`config.mk`:
```
export PLATFORM = sky130hd
export DESIGN_NAME = esp_uart_fifo_gen
export DESIGN_NICKNAME = d
export VERILOG_FILES = /design/src/rtl/esp_fifo_ram.sv /design/src/rtl/esp_uart_fifo_gen.sv
export SDC_FILE = /design/constraint.sdc
export NUM_CORES = 1
export LEC_CHECK = 0
export BUFFER_PORTS_ARGS = -buffer_cell sky130_fd_sc_hd__buf_2
export CORE_AREA = 2 2 126 128
export CTS_CLUSTER_SIZE = 10
export DETAILED_ROUTE_END_ITERATION = 8
export DIE_AREA = 0 0 128 130
export GPL_TIMING_DRIVEN = 1
export PLACE_DENSITY = 0.61
export SLEW_MARGIN = 20
export SYNTH_ARGS = -nofsm -noshare
export SYNTH_HDL_FRONTEND = slang
export SYNTH_SLANG_ARGS = --single-unit
```
`constraint.sdc`:
```
create_clock -name clk -period 3.5 [get_ports clk]
set_input_delay 0.35 -clock clk [delete_from_list [all_inputs] [get_ports clk]]
set_output_delay 0.35 -clock clk [all_outputs]
set_load 0.02 [all_outputs]
```
`src/rtl/esp_fifo_ram.sv`:
```
// Simple dual-port RAM for the UART FIFO: one write port, one read port with a
// registered, enable-gated output. The output register has a synchronous reset
// so the FIFO's read data starts at zero; the storage array itself is never reset.
module esp_fifo_ram #(
   parameter int WIDTH      = 8,
   parameter int DEPTH_LOG2 = 4
) (
   input  logic                  clk,
   input  logic                  rst,
   input  logic                  we,
   input  logic [DEPTH_LOG2-1:0] waddr,
   input  logic [WIDTH-1:0]      wdata,
   input  logic                  re,
   input  logic [DEPTH_LOG2-1:0] raddr,
   output logic [WIDTH-1:0]      rdata
);

   logic [WIDTH-1:0] mem_q [2**DEPTH_LOG2];
   logic [WIDTH-1:0] rdata_q;

   // Write port: storage only, no reset so the array maps onto RAM primitives.
   always_ff @(posedge clk) begin
      if (we) begin
         mem_q[waddr] <= wdata;
      end
   end

   // Read port: registered output, holds its value when no read is requested.
   always_ff @(posedge clk) begin
      if (!rst) begin
         rdata_q <= '0;
      end else if (re) begin
         rdata_q <= mem_q[raddr];
      end
   end

   assign rdata = rdata_q;

endmodule

```
`src/rtl/esp_uart_fifo_gen.sv`:
```
// Parametrised synchronous FIFO for the UART RX/TX paths. Pointers carry one
// extra bit so all DEPTH slots are usable; occupancy is their modular difference.
// Status outputs are combinational from the pointers; overflow/underflow are sticky.
module esp_uart_fifo_gen #(
   parameter int WIDTH      = 8,
   parameter int DEPTH_LOG2 = 4,
   parameter int AF_LEVEL   = 8,
   parameter int AE_LEVEL   = 1
) (
   input  logic                clk,
   input  logic                rst,
   input  logic [WIDTH-1:0]    wrdata,
   input  logic                wr_en,
   output logic [WIDTH-1:0]    rddata,
   input  logic                rd_en,
   input  logic                flush,
   input  logic                err_clr,
   output logic [DEPTH_LOG2:0] count,
   output logic                empty,
   output logic                full,
   output logic                almost_full,
   output logic                almost_empty,
   output logic                overflow,
   output logic                underflow
);

   localparam int PW = DEPTH_LOG2 + 1;
   localparam logic [PW-1:0] DEPTH_P = PW'(2 ** DEPTH_LOG2);
   localparam logic [PW-1:0] AF_P    = PW'(AF_LEVEL);
   localparam logic [PW-1:0] AE_P    = PW'(AE_LEVEL);

   logic [PW-1:0] wrptr_q, wrptr_d;
   logic [PW-1:0] rdptr_q, rdptr_d;
   logic          overflow_q, overflow_d;
   logic          underflow_q, underflow_d;
   logic          do_push, do_pop, push_err, pop_err;

   // Occupancy and flow status, all derived from the pre-edge pointers.
   assign count        = wrptr_q - rdptr_q;
   assign empty        = (count == '0);
   assign full         = (count == DEPTH_P);
   assign almost_full  = (count >= AF_P);
   assign almost_empty = (count <= AE_P);

   // Flush wins over push/pop; push and pop are each judged on pre-edge state.
   assign do_push  = wr_en & ~full  & ~flush;
   assign do_pop   = rd_en & ~empty & ~flush;
   assign push_err = wr_en &  full  & ~flush;
   assign pop_err  = rd_en &  empty & ~flush;

   // Next-state for pointers and sticky flags; a new error beats err_clr.
   always_comb begin
      wrptr_d     = wrptr_q;
      rdptr_d     = rdptr_q;
      overflow_d  = overflow_q;
      underflow_d = underflow_q;
      if (flush) begin
         rdptr_d = wrptr_q;
      end else begin
         if (do_push) wrptr_d = wrptr_q + 1'b1;
         if (do_pop)  rdptr_d = rdptr_q + 1'b1;
      end
      if (err_clr) begin
         overflow_d  = 1'b0;
         underflow_d = 1'b0;
      end
      if (push_err) overflow_d  = 1'b1;
      if (pop_err)  underflow_d = 1'b1;
   end

   // State registers with synchronous active-low reset.
   always_ff @(posedge clk) begin
      if (!rst) begin
         wrptr_q     <= '0;
         rdptr_q     <= '0;
         overflow_q  <= 1'b0;
         underflow_q <= 1'b0;
      end else begin
         wrptr_q     <= wrptr_d;
         rdptr_q     <= rdptr_d;
         overflow_q  <= overflow_d;
         underflow_q <= underflow_d;
      end
   end

   assign overflow  = overflow_q;
   assign underflow = underflow_q;

   // Storage; writes are blocked while reset is held.
   esp_fifo_ram #(
      .WIDTH      (WIDTH),
      .DEPTH_LOG2 (DEPTH_LOG2)
   ) u_ram (
      .clk   (clk),
      .rst   (rst),
      .we    (do_push & rst),
      .waddr (wrptr_q[DEPTH_LOG2-1:0]),
      .wdata (wrdata),
      .re    (do_pop & rst),
      .raddr (rdptr_q[DEPTH_LOG2-1:0]),
      .rdata (rddata)
   );

endmodule

```
==> impl_results.md <==
- Fmax: about 0.30 GHz
- Flops & latches, synth: around 150
- Diodes inserted: 0
- First-pass GRT wire length: between 15 and 20 mm
- Worst path slowest cell: dfxtp_1
- Nets: 434
- Mapped Area: about 6000 µm²
- Min Tclk post-route: between 3000 and 4000 ps
- Clock sinks: around 150
- Worst vdd ir: ~0.00035 V
- CTS tree: done
- Initial Util: between 30% and 40%
- I/O Buffers: 32
- Critical path's largest stage delay: about 440 ps
- GR Overflow Total: 0
- Highest metal used: met4
- Fin worst setup slack: about 220 ps
- Initial DRC count: ~280
- Pre-Repair DR Iteration Count: 5
- Clock buffer depth: 2
- Top FF cell, synth: edfxtp_1
- Largest net degree at the start of global routing: 36
- Yosys warning total: 0
- Vias/cell: roughly 5.4
- Critical Path AT: roughly 2900 ps
- Critical path capture point type: output pin
- Hold slack: 283 ps
- Final hold viol count: 0
- Final HPWL DP: ~8.5 mm
- Hold Path Class: in2reg
- Root Driver: clkbuf_16
- Register area share after synthesis: a little over two thirds
- Chip width: ~130 µm
- WL met1: 6.00 mm
- Post-Syn Nets: roughly 380
- Slew at the pin with the worst max-slew slack: 691 ps
- Worst rel slew slack: between 50% and 60%
- WL final: around 13 mm
- Initial antenna violation count: 0
- # hold bufs at CTS: 0
- Post-synth top area share: between 60% and 70%
- Vias: between 3000 and 4000
- Clock skew: 6.58 ps
- Pwr dens: 584 nW/µm²
- Post-synth EDFFs: 128
- Top post-synthesis cells by count: 128 x edfxtp_1, 32 x mux4_2, 20 x dfxtp_1, 20 x nand2_1, 17 x o22ai_1
- Standby leakage power: between 2 and 2.5 nW
- Die Span Y: ~130 µm
- Crit path kind: reg2out
- Ordered cell list for the critical path: inv_1 > ha_1 > fa_1 > nand2b_1 > a21oi_1 > xor2_2 > inv_2 > nor3_4 > buf_2
- Final worst-path cycle share: between 90% and 100%
- Htree depth: 4
- Area Overhead vs Synth: 18.9%
- RSZ-0062 raised after global routing: no
- Worst-Skew Late Latency: a little over 400 ps
- Critical Path Start Type: flip-flop
- Post-Synthesis Cells: between 300 and 400
- Number of global-route vias before repair: between 3000 and 4000
- CP Max Fanout: 6
- Place WS: about 430 ps
- Max capacitance violation total: 0
- GRT Overall Usage: around 17%
- Status: completed
- Avg WL per Cell: approximately 21 µm
- WL met3: 604 µm
- DRC: 0
- IO Count: 33
- Setup violations, final: 0
- Met2 routed WL: about 6.0 mm
- Die area: ~17000 µm²
- Synth Area per Inst: approximately 17 µm²
- TritonCTS Buffers: 17
- Cell family contributing the most delay on the critical path: adder cells
- Core Area: about 15000 µm²
- Clk slew on worst S/H paths: 60 ps
- Netlist cell types: 38
- Ys async rst share: 0%
- Yosys top cell by area: edfxtp_1
- DRT antenna net count: 0
- Gpl congestion: 0.800
- # rows: 46
- Most common cell in the netlist: edfxtp_1
- Layout cells sized above 1: between 20% and 30%
- Final Max Slew Viols: 0
- Required @ worst endpoint: approximately 3200 ps
- Buf+Inv Stages, Crit Path: 3
- Top cells by area, synth: edfxtp_1 64%, mux4_2 12%, dfxtp_1 6.7%, ha_1 1.9%, o22ai_1 1.8%
==> through the flow <==
step | utilization [%] | setup TNS (ps) | instance area, µm² | power, mW | cells
floorplan | - | -36.9 | 6020 | 2.25 | 351
global placement | 42.5 | 0 | 6550 | 2.38 | 583
detailed placement | 42.5 | 0 | 6550 | 2.39 | 583
CTS | 46.3 | 0 | 7140 | 4.22 | 613
global route | 46.4 | 0 | 7160 | 4.33 | 613
finish | 46.4 | 0 | 7160 | 4.18 | 613
==> power by group <==
part	internal [mW]	switching (mW)
Clock	1.17	0.658
Sequential	1.94	0.0153
Combinational	0.144	0.256
==> worst min-delay path, stage by stage <==
cell	delay, ps
buf_2	90
nor2b_1	40
a21oi_1	110
nor2b_1	50
==> path summary, 6_finish.rpt <==
| check | from | endpoint | slack, ps | cells past startpoint |
|---|---|---|---|---|
| min | err_clr | overflow$_SDFFE_PN0P_ | 280 | 4 |
| max reg2reg | wrptr_q[0]$_SDFFE_PN0P_ | u_ram.mem_q[13][0]$_DFFE_PP_ | 480 | 10 |
| min reg2reg | u_ram.rdata[4]$_SDFFE_PN0P_ | u_ram.rdata[4]$_SDFFE_PN0P_ | 460 | 2 |
| max | wrptr_q[0]$_SDFFE_PN0P_ | empty | 220 | 9 |
==> layout make-up <==
| cell class | count | area [µm²] |
|---|---|---|
| fillers | 1308 | 8270 |
| inverters | 12 | 45.0 |
| repair buffers | 55 | 333 |
| multi-input cells | 176 | 1700 |
| flip-flops and latches | 148 | 4250 |
| clock inverters | 13 | 166 |
| well taps | 192 | 240 |
| clock buffers | 17 | 425 |
==> cells in the final DEF, fill, tap and decap left out, types with 4 or more instances in the layout <==
cell,synthesis,routed
inv_1,10,10
nand2_1,20,20
nor4_2,0,4
edfxtp_1,128,128
buf_2,2,32
buf_4,3,23
nand2b_1,6,6
nand3_1,4,4
a21boi_1,8,8
o21ai_0,9,9
nor2_1,6,6
ha_1,9,9
or3_1,12,12
clkinv_1,1,5
dfxtp_1,20,19
nor2b_1,6,6
bufinv_16,0,4
nor3_1,15,15
a21oi_1,6,6
xor2_1,5,4
o22ai_1,17,17
clkbuf_16,0,17
mux4_2,32,32
==> state kept, by name (all words and copies together) (netlist names) <==
name,flops
wrptr_q,5
rdptr_q,5
overflow,1
u_ram.rdata,8
underflow,1
u_ram.mem_q,128
==> cells by family (layout without fill, tap and decap cells) <==
kind of cell	after synthesis	after routing	synth area share, %
simple gates	76	76	6.48
fa+ha+maj	10	10	2.20
mux	32	32	12.0
compound gates	51	51	5.67
xor+xnor	7	7	1.14
buf+inv	27	97	2.04
flops	148	148	70.5
==> repair_timing <==
| action | in CTS | in global routing |
|---|---|---|
| buffers inserted | 0 | 0 |
| endpoints found under the hold margin | 0 | 0 |
| resized for setup | 0 | 2 |
| setup endpoints to repair | 0 | 1 |
==> per-layer routing <==
layer | global-route usage, % | vias to the layer above
met5 | 0 | -
met4 | 7.56 | 0
met3 | 4.59 | 22
met2 | 25.7 | 110
met1 | 22.8 | 1666
li1 | - | 1513
Note: power is estimated with default switching activity, not from simulation.
